### src/rtl/axi_burst_master_if.sv
// AXI-style write/read channel bundle between the burst master and the DDR2 slave port.
// Carries the address, data and response channels with master/slave modports.
interface axi_burst_master_if #(
  parameter int ADDR_WIDTH = 27,
  parameter int DATA_WIDTH = 16
);
  logic                  awvalid;
  logic                  awready;
  logic [ADDR_WIDTH-1:0] awaddr;
  logic [7:0]            awlen;
  logic                  wvalid;
  logic                  wready;
  logic                  wlast;
  logic [DATA_WIDTH-1:0] wdata;
  logic                  bvalid;
  logic                  bready;
  logic                  arvalid;
  logic                  arready;
  logic [ADDR_WIDTH-1:0] araddr;
  logic [7:0]            arlen;
  logic                  rvalid;
  logic                  rready;
  logic                  rlast;
  logic [DATA_WIDTH-1:0] rdata;

  modport master (
    output awvalid, awaddr, awlen,
    input  awready,
    output wvalid, wlast, wdata,
    input  wready,
    input  bvalid,
    output bready,
    output arvalid, araddr, arlen,
    input  arready,
    input  rvalid, rlast, rdata,
    output rready
  );

  modport slave (
    input  awvalid, awaddr, awlen,
    output awready,
    input  wvalid, wlast, wdata,
    output wready,
    output bvalid,
    input  bready,
    input  arvalid, araddr, arlen,
    output arready,
    output rvalid, rlast, rdata,
    input  rready
  );
endinterface

### src/rtl/axi_burst_master.sv
// Traffic generator: each trigger edge after DDR2 init runs one write burst,
// then a read burst of the same length from the same base address.
module axi_burst_master #(
  parameter int         ADDR_WIDTH = 27,
  parameter int         DATA_WIDTH = 16,
  parameter int         DATA_LEVEL = 2,
  parameter logic [7:0] WBURST_LEN = 8'd8,
  parameter logic [7:0] RBURST_LEN = 8'd8
) (
  input  logic clk,
  input  logic rst,
  input  logic w_trig,
  input  logic init_end,
  axi_burst_master_if.master bus
);

  typedef enum logic [2:0] {
    IDLE, AW, W, B, AR, R
  } state_t;

  localparam logic [ADDR_WIDTH-1:0] STRIDE =
    ADDR_WIDTH'(int'(WBURST_LEN) * DATA_LEVEL);

  state_t                state, state_n;
  logic                  trig_d;
  logic [ADDR_WIDTH-1:0] base, base_n;
  logic [DATA_WIDTH-1:0] cnt, cnt_n;
  logic [7:0]            beat, beat_n;

  logic                  awvalid_n, wvalid_n, wlast_n;
  logic                  bready_n, arvalid_n, rready_n;
  logic [ADDR_WIDTH-1:0] awaddr_n, araddr_n;
  logic [7:0]            awlen_n, arlen_n;
  logic [DATA_WIDTH-1:0] wdata_n;

  logic start;
  assign start = w_trig & ~trig_d;

  always_ff @(posedge clk) begin
    if (rst) begin
      state       <= IDLE;
      trig_d      <= 1'b0;
      base        <= '0;
      cnt         <= '0;
      beat        <= '0;
      bus.awvalid <= 1'b0;
      bus.awaddr  <= '0;
      bus.awlen   <= '0;
      bus.wvalid  <= 1'b0;
      bus.wlast   <= 1'b0;
      bus.wdata   <= '0;
      bus.bready  <= 1'b0;
      bus.arvalid <= 1'b0;
      bus.araddr  <= '0;
      bus.arlen   <= '0;
      bus.rready  <= 1'b0;
    end else begin
      state       <= state_n;
      trig_d      <= w_trig;
      base        <= base_n;
      cnt         <= cnt_n;
      beat        <= beat_n;
      bus.awvalid <= awvalid_n;
      bus.awaddr  <= awaddr_n;
      bus.awlen   <= awlen_n;
      bus.wvalid  <= wvalid_n;
      bus.wlast   <= wlast_n;
      bus.wdata   <= wdata_n;
      bus.bready  <= bready_n;
      bus.arvalid <= arvalid_n;
      bus.araddr  <= araddr_n;
      bus.arlen   <= arlen_n;
      bus.rready  <= rready_n;
    end
  end

  always_comb begin
    state_n   = state;
    base_n    = base;
    cnt_n     = cnt;
    beat_n    = beat;
    awvalid_n = bus.awvalid;
    awaddr_n  = bus.awaddr;
    awlen_n   = bus.awlen;
    wvalid_n  = bus.wvalid;
    wlast_n   = bus.wlast;
    wdata_n   = bus.wdata;
    bready_n  = bus.bready;
    arvalid_n = bus.arvalid;
    araddr_n  = bus.araddr;
    arlen_n   = bus.arlen;
    rready_n  = bus.rready;
    unique case (state)
      IDLE: if (start && init_end) begin
        awvalid_n = 1'b1;
        awaddr_n  = base;
        awlen_n   = WBURST_LEN - 8'd1;
        beat_n    = '0;
        state_n   = AW;
      end
      AW: if (bus.awready) begin
        awvalid_n = 1'b0;
        wvalid_n  = 1'b1;
        wdata_n   = cnt;
        wlast_n   = (WBURST_LEN == 8'd1);
        state_n   = W;
      end
      W: if (bus.wready) begin
        cnt_n   = cnt + 1'b1;
        wdata_n = cnt_n;
        beat_n  = beat + 8'd1;
        wlast_n = (beat_n == WBURST_LEN - 8'd1);
        if (bus.wlast) begin
          wvalid_n = 1'b0;
          wlast_n  = 1'b0;
          bready_n = 1'b1;
          state_n  = B;
        end
      end
      B: if (bus.bvalid) begin
        bready_n  = 1'b0;
        arvalid_n = 1'b1;
        araddr_n  = base;
        arlen_n   = RBURST_LEN - 8'd1;
        state_n   = AR;
      end
      AR: if (bus.arready) begin
        arvalid_n = 1'b0;
        rready_n  = 1'b1;
        state_n   = R;
      end
      R: if (bus.rvalid && bus.rlast) begin
        rready_n = 1'b0;
        base_n   = base + STRIDE;
        state_n  = IDLE;
      end
      default: state_n = IDLE;
    endcase
  end

endmodule

### src/flat_wrapper.sv
// flat-port wrapper written by rule: the top's interface ports become plain ports
module axi_burst_master_flat 
#(
  parameter int         ADDR_WIDTH = 27,
  parameter int         DATA_WIDTH = 16,
  parameter int         DATA_LEVEL = 2,
  parameter logic [7:0] WBURST_LEN = 8'd8,
  parameter logic [7:0] RBURST_LEN = 8'd8
)
  (clk, rst, w_trig, init_end, bus_awvalid, bus_awaddr, bus_awlen, bus_awready, bus_wvalid, bus_wlast, bus_wdata, bus_wready, bus_bvalid, bus_bready, bus_arvalid, bus_araddr, bus_arlen, bus_arready, bus_rvalid, bus_rlast, bus_rdata, bus_rready);
  axi_burst_master_if #(.ADDR_WIDTH(ADDR_WIDTH), .DATA_WIDTH(DATA_WIDTH)) bus_i ();
  input  logic clk;
  input  logic rst;
  input  logic w_trig;
  input  logic init_end;
  output wire logic [$bits(bus_i.awvalid)-1:0] bus_awvalid;
  output wire logic [$bits(bus_i.awaddr)-1:0] bus_awaddr;
  output wire logic [$bits(bus_i.awlen)-1:0] bus_awlen;
  input wire logic [$bits(bus_i.awready)-1:0] bus_awready;
  output wire logic [$bits(bus_i.wvalid)-1:0] bus_wvalid;
  output wire logic [$bits(bus_i.wlast)-1:0] bus_wlast;
  output wire logic [$bits(bus_i.wdata)-1:0] bus_wdata;
  input wire logic [$bits(bus_i.wready)-1:0] bus_wready;
  input wire logic [$bits(bus_i.bvalid)-1:0] bus_bvalid;
  output wire logic [$bits(bus_i.bready)-1:0] bus_bready;
  output wire logic [$bits(bus_i.arvalid)-1:0] bus_arvalid;
  output wire logic [$bits(bus_i.araddr)-1:0] bus_araddr;
  output wire logic [$bits(bus_i.arlen)-1:0] bus_arlen;
  input wire logic [$bits(bus_i.arready)-1:0] bus_arready;
  input wire logic [$bits(bus_i.rvalid)-1:0] bus_rvalid;
  input wire logic [$bits(bus_i.rlast)-1:0] bus_rlast;
  input wire logic [$bits(bus_i.rdata)-1:0] bus_rdata;
  output wire logic [$bits(bus_i.rready)-1:0] bus_rready;
  assign bus_awvalid = bus_i.awvalid;
  assign bus_awaddr = bus_i.awaddr;
  assign bus_awlen = bus_i.awlen;
  assign bus_i.awready = bus_awready;
  assign bus_wvalid = bus_i.wvalid;
  assign bus_wlast = bus_i.wlast;
  assign bus_wdata = bus_i.wdata;
  assign bus_i.wready = bus_wready;
  assign bus_i.bvalid = bus_bvalid;
  assign bus_bready = bus_i.bready;
  assign bus_arvalid = bus_i.arvalid;
  assign bus_araddr = bus_i.araddr;
  assign bus_arlen = bus_i.arlen;
  assign bus_i.arready = bus_arready;
  assign bus_i.rvalid = bus_rvalid;
  assign bus_i.rlast = bus_rlast;
  assign bus_i.rdata = bus_rdata;
  assign bus_rready = bus_i.rready;
  axi_burst_master #(.ADDR_WIDTH(ADDR_WIDTH), .DATA_WIDTH(DATA_WIDTH), .DATA_LEVEL(DATA_LEVEL), .WBURST_LEN(WBURST_LEN), .RBURST_LEN(RBURST_LEN)) u_core (.clk(clk), .rst(rst), .w_trig(w_trig), .init_end(init_end), .bus(bus_i));
endmodule
### config.mk
export PLATFORM = sky130hd
export DESIGN_NAME = axi_burst_master_flat
export DESIGN_NICKNAME = d
export VERILOG_FILES = /design/src/rtl/axi_burst_master_if.sv /design/src/rtl/axi_burst_master.sv /design/src/flat_wrapper.sv
export SDC_FILE = /design/constraint.sdc
export NUM_CORES = 1
export LEC_CHECK = 0
export CORE_ASPECT_RATIO = 0.75
export CORE_MARGIN = 4
export CORE_UTILIZATION = 35
export CTS_CLUSTER_SIZE = 8
export DETAILED_ROUTE_END_ITERATION = 10
export GPL_TIMING_DRIVEN = 0
export PLACE_DENSITY = 0.57
export SLEW_MARGIN = 20
export SYNTH_ARGS = -nofsm -noshare
export SYNTH_HDL_FRONTEND = slang
export SYNTH_SLANG_ARGS = --single-unit
### constraint.sdc
create_clock -name clk -period 4.75 [get_ports clk]
set_input_delay 1.425 -clock clk [delete_from_list [all_inputs] [get_ports clk]]
set_output_delay 1.425 -clock clk [all_outputs]
set_load 0.005 [all_outputs]
Word level (Yosys, flattened, before mapping):

Cells that the tools add are included.

* bits in latches: 0
* memory bits (writable): 0
* word-level logic and storage cells: 89
* bits in read-only memories: 0
* flip-flop bits (word level): 133
* memories kept: 0

* $mul: 0
* order comparisons: 0
* bitwise operators: 2
* multiplexer cells: 34
* equality and inequality tests: 13
* reduce and logical (&&, ||, !) cells: 21
* divide/modulo/power cells: 0
* shift operators: 0
* $add $sub $neg: 3

Operator list (count)
* $mux 16: 2
* $pmux 16 s2: 1
* $add 27x5->27 const B: 1
* $mux 3: 7
* $pmux 3 s6: 1
* $add 16x1->16 const B: 1
* $mux 8: 2
* $pmux 8 s2: 1
* $reduce_and 3->1: 5
* $mux 1: 14
* $pmux 1 s2: 6
* $reduce_bool 2->1: 6
* $add 8x1->8 const B: 1
* $eq 8x3->1 const B: 1
* $ne 2x2->1 const B: 4
* $reduce_and 2->1: 4
* $reduce_and 4->1: 2
* $reduce_and 7->1: 1
* $eq 3x2->1 const B: 2
* $eq 3x3->1 const B: 2
* $ne 2x1->1 const B: 3
* $eq 3x1->1 const B: 1
* $logic_not 3->1: 1
* $logic_and 1x1->1: 2
* other kinds (2): 2

Logic depth before layout (Yosys ltp):

Gate-level depths: netlist of the first run.

* depth in word-level cells: 5
* depth in mapped cells: 7
* depth with buffers taken out: 5

Worst setup path before layout of the first run:

Ideal clock, no wire load.

* path type: input to register
* start: input bus_rvalid
* end: register u_core.base[22]
* arrival time: 2.761 ns
* path slack: 1.918 ns
* library setup time: 0.070 ns
* stages: 5
* required time: 4.680 ns
* buffers on the path: 1
* path through: nand3_1 > or3_1 > clkbuf_1 > or4_1 > a21oi_1

* cells in the longest elaborated chain, start to end: 2

RTL lines
* from (decl): line flat_wrapper.sv:30 `input wire logic [$bits(bus_i.rvalid)-1:0] bus_rvalid;`
* $logic_and 1x1->1: line axi_burst_master.sv:132 `R: if (bus.rvalid && bus.rlast) begin`
* $reduce_and 2->1 (no source line)
* to (signal assigned): line axi_burst_master.sv:60 `base <= base_n;`
* to (decl): line axi_burst_master.sv:26 `logic [ADDR_WIDTH-1:0] base, base_n;`

Every way passes these cells.
A chain may end at the register's enable or synchronous reset.

Final worst setup path of the first run:

* start: input bus_wready
* end: register u_core.bus.wdata[14]

* cells in the longest elaborated chain, start to end: 2

RTL lines
* from (decl): line flat_wrapper.sv:23 `input wire logic [$bits(bus_i.wready)-1:0] bus_wready;`
* $ne 2x2->1 (no source line)
* $reduce_and 3->1 (no source line)
* to (signal assigned): line axi_burst_master.sv:68 `bus.wdata <= wdata_n;`
* to (decl): line axi_burst_master_if.sv:29 `output wvalid, wlast, wdata,`

Every way passes these cells.

==> flow_metrics.py, run 1 <==
metrics = {
    "route": {
        "firstDrtPassIters": 6,
        "post_drt_via_cell_ratio": 5.07,
        "num_vias": 5028,
        "remaining_drc_errors": 0,
        "wirelength_mm": 15.0,
        "routedWlPerCell_um": 15.1,
        "top_layer_used": "met4",
        "met3_length_um": 980,
        "routed-wl-met2_mm": 6.54,
        "wirelength_met1_mm": 7.36,
        "drtIter0Drc": 395,
        "ant_nets": 0,
    },
    "sta": {
        "fin_crit_sh_pct": 69.0,
        "rsz0062_at_grt": "no",
        "slew_headroom_pct": 35.4,
        "max_freq_mhz": 305,
        "hold_viol": 0,
        "finalMaxSlewViolations": 0,
        "setup_viol": 0,
        "finClkSkew_ns": 0.0112,
        "min_period_ns": 3.28,
        "hold_slack_ns": 0.451,
        "setup_tns_ns": 0,
        "tightest_slew_ns": 0.967,
    },
    "cts": {
        "cts_root_buf": "clkbuf_16",
        "cts.sinks": 121,
        "htree_levels": 4,
        "cts_tree": "built",
        "cts_buffers": 17,
        "cts_setup_buffers": 0,
        "cts_buffer_depth": 2,
        "clkLatencyLatePin_ns": 0.42,
        "clkTransAtPathRegs_ns": 0.06,
        "cts_hold_repair.buffers": 0,
        "cts.repair.resized": 0,
    },
    "critical_path": {
        "critPathKind": "input port to flip-flop",
        "worstSetupEndpointType": "flip-flop",
        "cp.required_ns": 5.07,
        "crit_path_max_fanout": 10,
        "cp_data_arrival_time_ns": 3.60,
        "start_kind": "input port",
    },
    "global_route": {
        "grt_max_degree": 17,
        "antenna_found_initial": 0,
        "grt_pass1_wl_mm": 23.9,
        "grt_pass1_vias": 4764,
        "gr-total-overflow": 0,
        "grt_usage_pct": 17.5,
    },
    "final_layout": {
        "synthToLayoutAreaGrowth_pct": 33.6,
        "insertedDiodeCount": 0,
        "ff_latch_area_sq_um": 2420,
        "final_nets": 808,
        "multi_input_area_sq_um": 2600,
        "instances_no_fill": 991,
        "fin_area_sq_um": 7150,
        "fillCellCount": 1438,
        "drive_gt1_share_pct": 7.21,
    },
    "run": {
        "maxCapViolCount": 0,
    },
    "logic_synthesis": {
        "yosysTopAreaCell": "dfxtp_1",
        "synthCells": 660,
        "yosysSeqAreaShare_pct": 45.3,
        "synth-edff-count": 0,
        "synth.most_common_cell": "dfxtp_1",
        "ys.flop_type": "dfxtp_1",
        "syn_area_per_cell_sq_um": 8.11,
        "synthTopCellsByCount": "121 x dfxtp_1, 117 x nand2_1, 78 x a21oi_1",
        "synth_seq_cells": 121,
        "yosys_warnings": 0,
        "synth_area_sq_um": 5350,
        "synthArstFlopShare_pct": 0,
        "synth_cell_type_count": 46,
        "yosys-top-cells-area": "dfxtp_1 45%, nand2_1 8.2%, a21oi_1 7.3%",
        "synth_top_area_share_pct": 45.3,
    },
    "die": {
        "io_pins": 118,
        "die_h_um": 115,
        "start_util_pct": 36.3,
        "die-area_sq_um": 17300,
        "die_x_um": 151,
        "placementRows": 38,
        "coreArea_sq_um": 14700,
    },
    "pwr": {
        "total_power_w": 0.00265,
        "p_leak_nw": 2.31,
        "power_density_nw_per_um2": 371,
        "peakVddDrop_mv": 0.230,
    },
    "place": {
        "port_buffers": 82,
        "routabilityCongestion": 0.866,
        "hpwl_mm": 10.9,
        "placed_area_sq_um": 6480,
        "dp.cells": 959,
    },
    "hold_path": {
        "min_path_type": "flip-flop to flip-flop",
    },
    "status": {
        "status": "finished, final reports clean",
    },
}
-- cell type report --
class / count / share of cell area [%]
Sequential cell: 121 / 33.9
Timing Repair Buffer: 82 / 11.5
Clock buffer: 21 / 6.58
Inverter: 11 / 0.578
Clock inverter: 11 / 2.68
Multi-Input combinational cell: 477 / 36.4
Tap cell: 200 / 3.50
Buffer: 68 / 4.87
-- sequential cells by signal, summed over array words and instances (netlist names) --
signal	cells
u_core.bus.bready	1
u_core.base	23
u_core.bus.wlast	1
u_core.bus.awlen	1
u_core.state	3
u_core.bus.awaddr	23
u_core.beat	8
u_core.bus.rready	1
u_core.bus.arlen	1
u_core.bus.wdata	16
u_core.bus.araddr	23
u_core.bus.wvalid	1
u_core.cnt	16
u_core.bus.awvalid	1
u_core.trig_d	1
u_core.bus.arvalid	1
-- final timing paths --
kind / from / end / slack (ns) / depth (start not counted)
max reg2reg: u_core.state[2] / u_core.bus.wdata[10] / 2.35 / 7
min: u_core.bus.araddr[26] / u_core.bus.araddr[26] / 0.45 / 2
max: bus_wready / u_core.bus.wdata[14] / 1.47 / 7
min reg2reg: u_core.bus.araddr[26] / u_core.bus.araddr[26] / 0.45 / 2
-- metal layers --
metal,vias to the layer above,global-route usage [%]
met4,0,4.89
met1,2361,24.7
met3,8,4.49
met5,-,0
met2,144,26.5
li1,2515,-
-- stage by stage --
step	util (%)	worst slack, ns
6_report	48.5	1.47
2_1_floorplan	-	1.92
3_3_place_gp	44.0	1.09
5_1_grt	48.5	1.29
3_5_place_dp	44.0	1.04
4_1_cts	48.5	1.47
-- power by group --
| group | leakage (nW) | switching (W) | total [W] | internal (W) |
|---|---|---|---|---|
| logic | 1.01 | 0.0000926 | 0.000164 | 0.0000717 |
| registers | 0.977 | 0.0000122 | 0.00105 | 0.00103 |
| clock network | 0.316 | 0.000470 | 0.00144 | 0.000972 |
| total | 2.31 | 0.000575 | 0.00265 | 0.00208 |
-- worst max-delay path, cell delays in order --
cell and delay, ns:
clkdlybuf4s50_1 0.55, nand4bb_1 0.23, clkbuf_1 0.31, nand2_1 0.31
clkbuf_1 0.44, nor2_1 0.09, a311oi_1 0.24
-- layout by cell type (no fill, tap or decap), drive strengths merged, types with 3 or more instances in the layout --
cell,synthesis,layout
a31oi,3,3
nor2,53,53
nor3,9,9
dfxtp,121,121
conb,1,18
clkinvlp,0,3
o31ai,12,12
o21ai,23,23
nor4,7,7
buf,26,26
a311oi,8,8
inv,11,12
and2,4,4
clkdlybuf4s50,0,82
xnor2,20,20
nand4bb,3,3
bufinv,0,5
or4,13,13
ha,4,4
a211oi,12,12
xor2,8,8
nand4,8,8
a21oi,78,78
or3,22,22
and4,5,5
nand4b,5,5
and3,4,4
nand2,117,117
nand3,18,18
clkbuf,42,63
-- cell families (layout without fill, tap and decap cells) --
kind of cell	count (synthesis)	after routing	synth area share, %
other	1	18	0.0701
DFF	121	121	45.3
AOI/OAI and AO/OA	144	144	15.7
muxes	2	2	0.374
and+or+nand+nor	281	281	25.7
xor gates and xnor gates	28	28	4.58
buffers and inverters	79	193	7.27
adders and majority gates	4	4	0.935
No activity file was read; power rests on OpenSTA's default activity.
==> run 2: changes to the inputs <==
--- a/config.mk
+++ b/config.mk
@@ -11,7 +11,7 @@
 export CTS_CLUSTER_SIZE = 8
 export DETAILED_ROUTE_END_ITERATION = 10
 export GPL_TIMING_DRIVEN = 0
-export PLACE_DENSITY = 0.57
+export PLACE_DENSITY = 0.59
 export SLEW_MARGIN = 20
 export SYNTH_ARGS = -nofsm -noshare
 export SYNTH_HDL_FRONTEND = slang
==> constraint.sdc (replaced) <==
create_clock -name clk -period 2.9 [get_ports clk]
set_input_delay 0.87 -clock clk [delete_from_list [all_inputs] [get_ports clk]]
set_output_delay 0.87 -clock clk [all_outputs]
set_load 0.005 [all_outputs]
==> run 2 against run 1 <==
  * Wire length shrank 1.9%
  * Register-to-register slack lost 1.9 ns
  * Critical path type unchanged
  * Final cell count is the same
  * First-iteration DRC count shrank 25%
  * Via count is essentially flat
  * Total power grew 61%
  * Worst setup slack lost 1.3 ns
  * Hold slack gained 0.0029 ns
  * Largest power group unchanged
  * Clock-buffer cell count grew 1
  * Non-clock buffer count is the same
  * Design area shrank 0.30%
  * Sequential cell count is the same
==> flow_metrics.py, run 2 (synthesis gave the netlist of run 1 again) <==
metrics = {
    "route": {
        "num_vias": 5029,
        "firstDrtPassIters": 5,
        "drtIter0Drc": 296,
        "remaining_drc_errors": 0,
        "ant_nets": 0,
        "routedWlPerCell_um": 14.8,
        "post_drt_via_cell_ratio": 5.07,
        "wirelength_mm": 14.7,
    },
    "final_layout": {
        "final_nets": 808,
        "instances_no_fill": 991,
        "insertedDiodeCount": 0,
        "synthToLayoutAreaGrowth_pct": 33.2,
        "reg.largest.list": "u_core.base: 23 flops, u_core.bus.araddr: 23 flops, u_core.bus.awaddr: 23 flops",
        "fin_util_pct": 48.3,
        "final_common_cell": "dfxtp_1",
        "drive_gt1_share_pct": 7.08,
        "most-common-layout-cells": "121 x dfxtp_1, 117 x nand2_1, 82 x clkdlybuf4s50_1, 78 x a21oi_1, 53 x nor2_1",
        "fin_area_sq_um": 7130,
    },
    "cts": {
        "cts_tree": "built",
        "cts_root_buf": "clkbuf_16",
        "cts_buffer_depth": 2,
        "cts_hold_repair.buffers": 0,
        "cts_buffers": 17,
        "cts.repair.resized": 0,
        "clkLatencyLatePin_ns": 0.41,
        "htree_levels": 4,
        "clkTransAtPathRegs_ns": 0.06,
        "cts.sinks": 121,
        "cts_setup_buffers": 0,
    },
    "place": {
        "hpwl_mm": 10.8,
        "routabilityCongestion": 0.845,
        "port_buffers": 82,
        "dp.cells": 959,
        "placed_area_sq_um": 6480,
    },
    "die": {
        "die-area_sq_um": 17300,
        "coreArea_sq_um": 14700,
        "start_util_pct": 36.3,
        "die_h_um": 115,
        "placementRows": 38,
        "die_x_um": 151,
        "io_pins": 118,
    },
    "status": {
        "status": "finished, final reports clean",
    },
    "critical_path": {
        "start_kind": "input port",
        "crit_path_max_fanout": 10,
        "critPathKind": "input port to flip-flop",
        "worstSetupEndpointType": "flip-flop",
        "cp.required_ns": 3.23,
        "cp_data_arrival_time_ns": 3.03,
    },
    "global_route": {
        "grt_max_degree": 17,
        "antenna_found_initial": 0,
        "grt_pass1_vias": 4658,
        "grt_usage_pct": 17.0,
        "grt_pass1_wl_mm": 23.7,
        "gr-total-overflow": 0,
    },
    "sta": {
        "finClkSkew_ns": 0.0128,
        "rsz0062_at_grt": "no",
        "slew_headroom_pct": 34.8,
        "min_period_ns": 2.70,
        "hold_viol": 0,
        "setup_viol": 0,
        "tightest_slew_ns": 0.975,
        "finalMaxSlewViolations": 0,
        "fin_crit_sh_pct": 93.2,
        "max_freq_mhz": 370,
        "hold_slack_ns": 0.454,
    },
    "pwr": {
        "peakVddDrop_mv": 0.412,
        "power_density_nw_per_um2": 598,
        "p_leak_nw": 2.30,
        "total_power_w": 0.00426,
    },
    "run": {
        "maxCapViolCount": 0,
    },
    "hold_path": {
        "min_path_type": "flip-flop to flip-flop",
    },
}
## run 2: changes by cell type in the layout (fill, tap and decap cells not counted)
cell and delta:
clkbuf_1 +1, clkinv_4 +3, clkinv_2 -1, inv_6 -1, bufinv_16 -1, clkinvlp_4 -1
## run 2: path summary, 6_finish.rpt
kind | from | end | slack, ns | depth (start not counted)
min reg2reg | u_core.bus.araddr[21] | u_core.bus.araddr[21] | 0.45 | 2
max reg2reg | u_core.state[2] | u_core.bus.wdata[14] | 0.50 | 7
max | bus_rvalid | u_core.base[26] | 0.20 | 6
min | u_core.bus.araddr[21] | u_core.bus.araddr[21] | 0.45 | 2
## run 2: per-layer routing
metal	GRT usage (%)	wire [um]	vias up	share of wire, %
met5	0	0	-	0
met4	3.93	134	0	0.91
met3	3.78	824	13	5.6
met2	25.8	6460	137	44
met1	24.7	7260	2366	49
li1	-	-	2513	-
## run 2: worst max-delay path: stages
cell	delay, ns
clkdlybuf4s50_1	0.53
nand3_1	0.24
or3_1	0.47
clkbuf_1	0.23
or4_1	0.54
a21oi_1	0.15
## run 2: power breakdown
part / switching [W] / internal, W / leakage (nW)
clock: 0.000768 / 0.00151 / 0.307
sequential: 0.0000212 / 0.00169 / 0.977
combinational: 0.000149 / 0.000117 / 1.01
## run 2: metrics by stage
step	setup WS, ns	setup TNS, ns
6_report	0.197	0
3_3_place_gp	-0.171	-3.27
5_1_grt	0.0592	0
4_1_cts	0.206	0
2_1_floorplan	0.623	0
3_5_place_dp	-0.213	-4.17
## run 2: final cells by class
class,count,area (sq um)
Clock inverter,10,166
Sequential cell,121,2420
Inverter,11,41.3
Clock buffer,22,474
Fill cell,1441,7610
Tap cell,200,250
Multi-Input combinational cell,477,2600
Timing Repair Buffer,82,821
Buffer,68,348
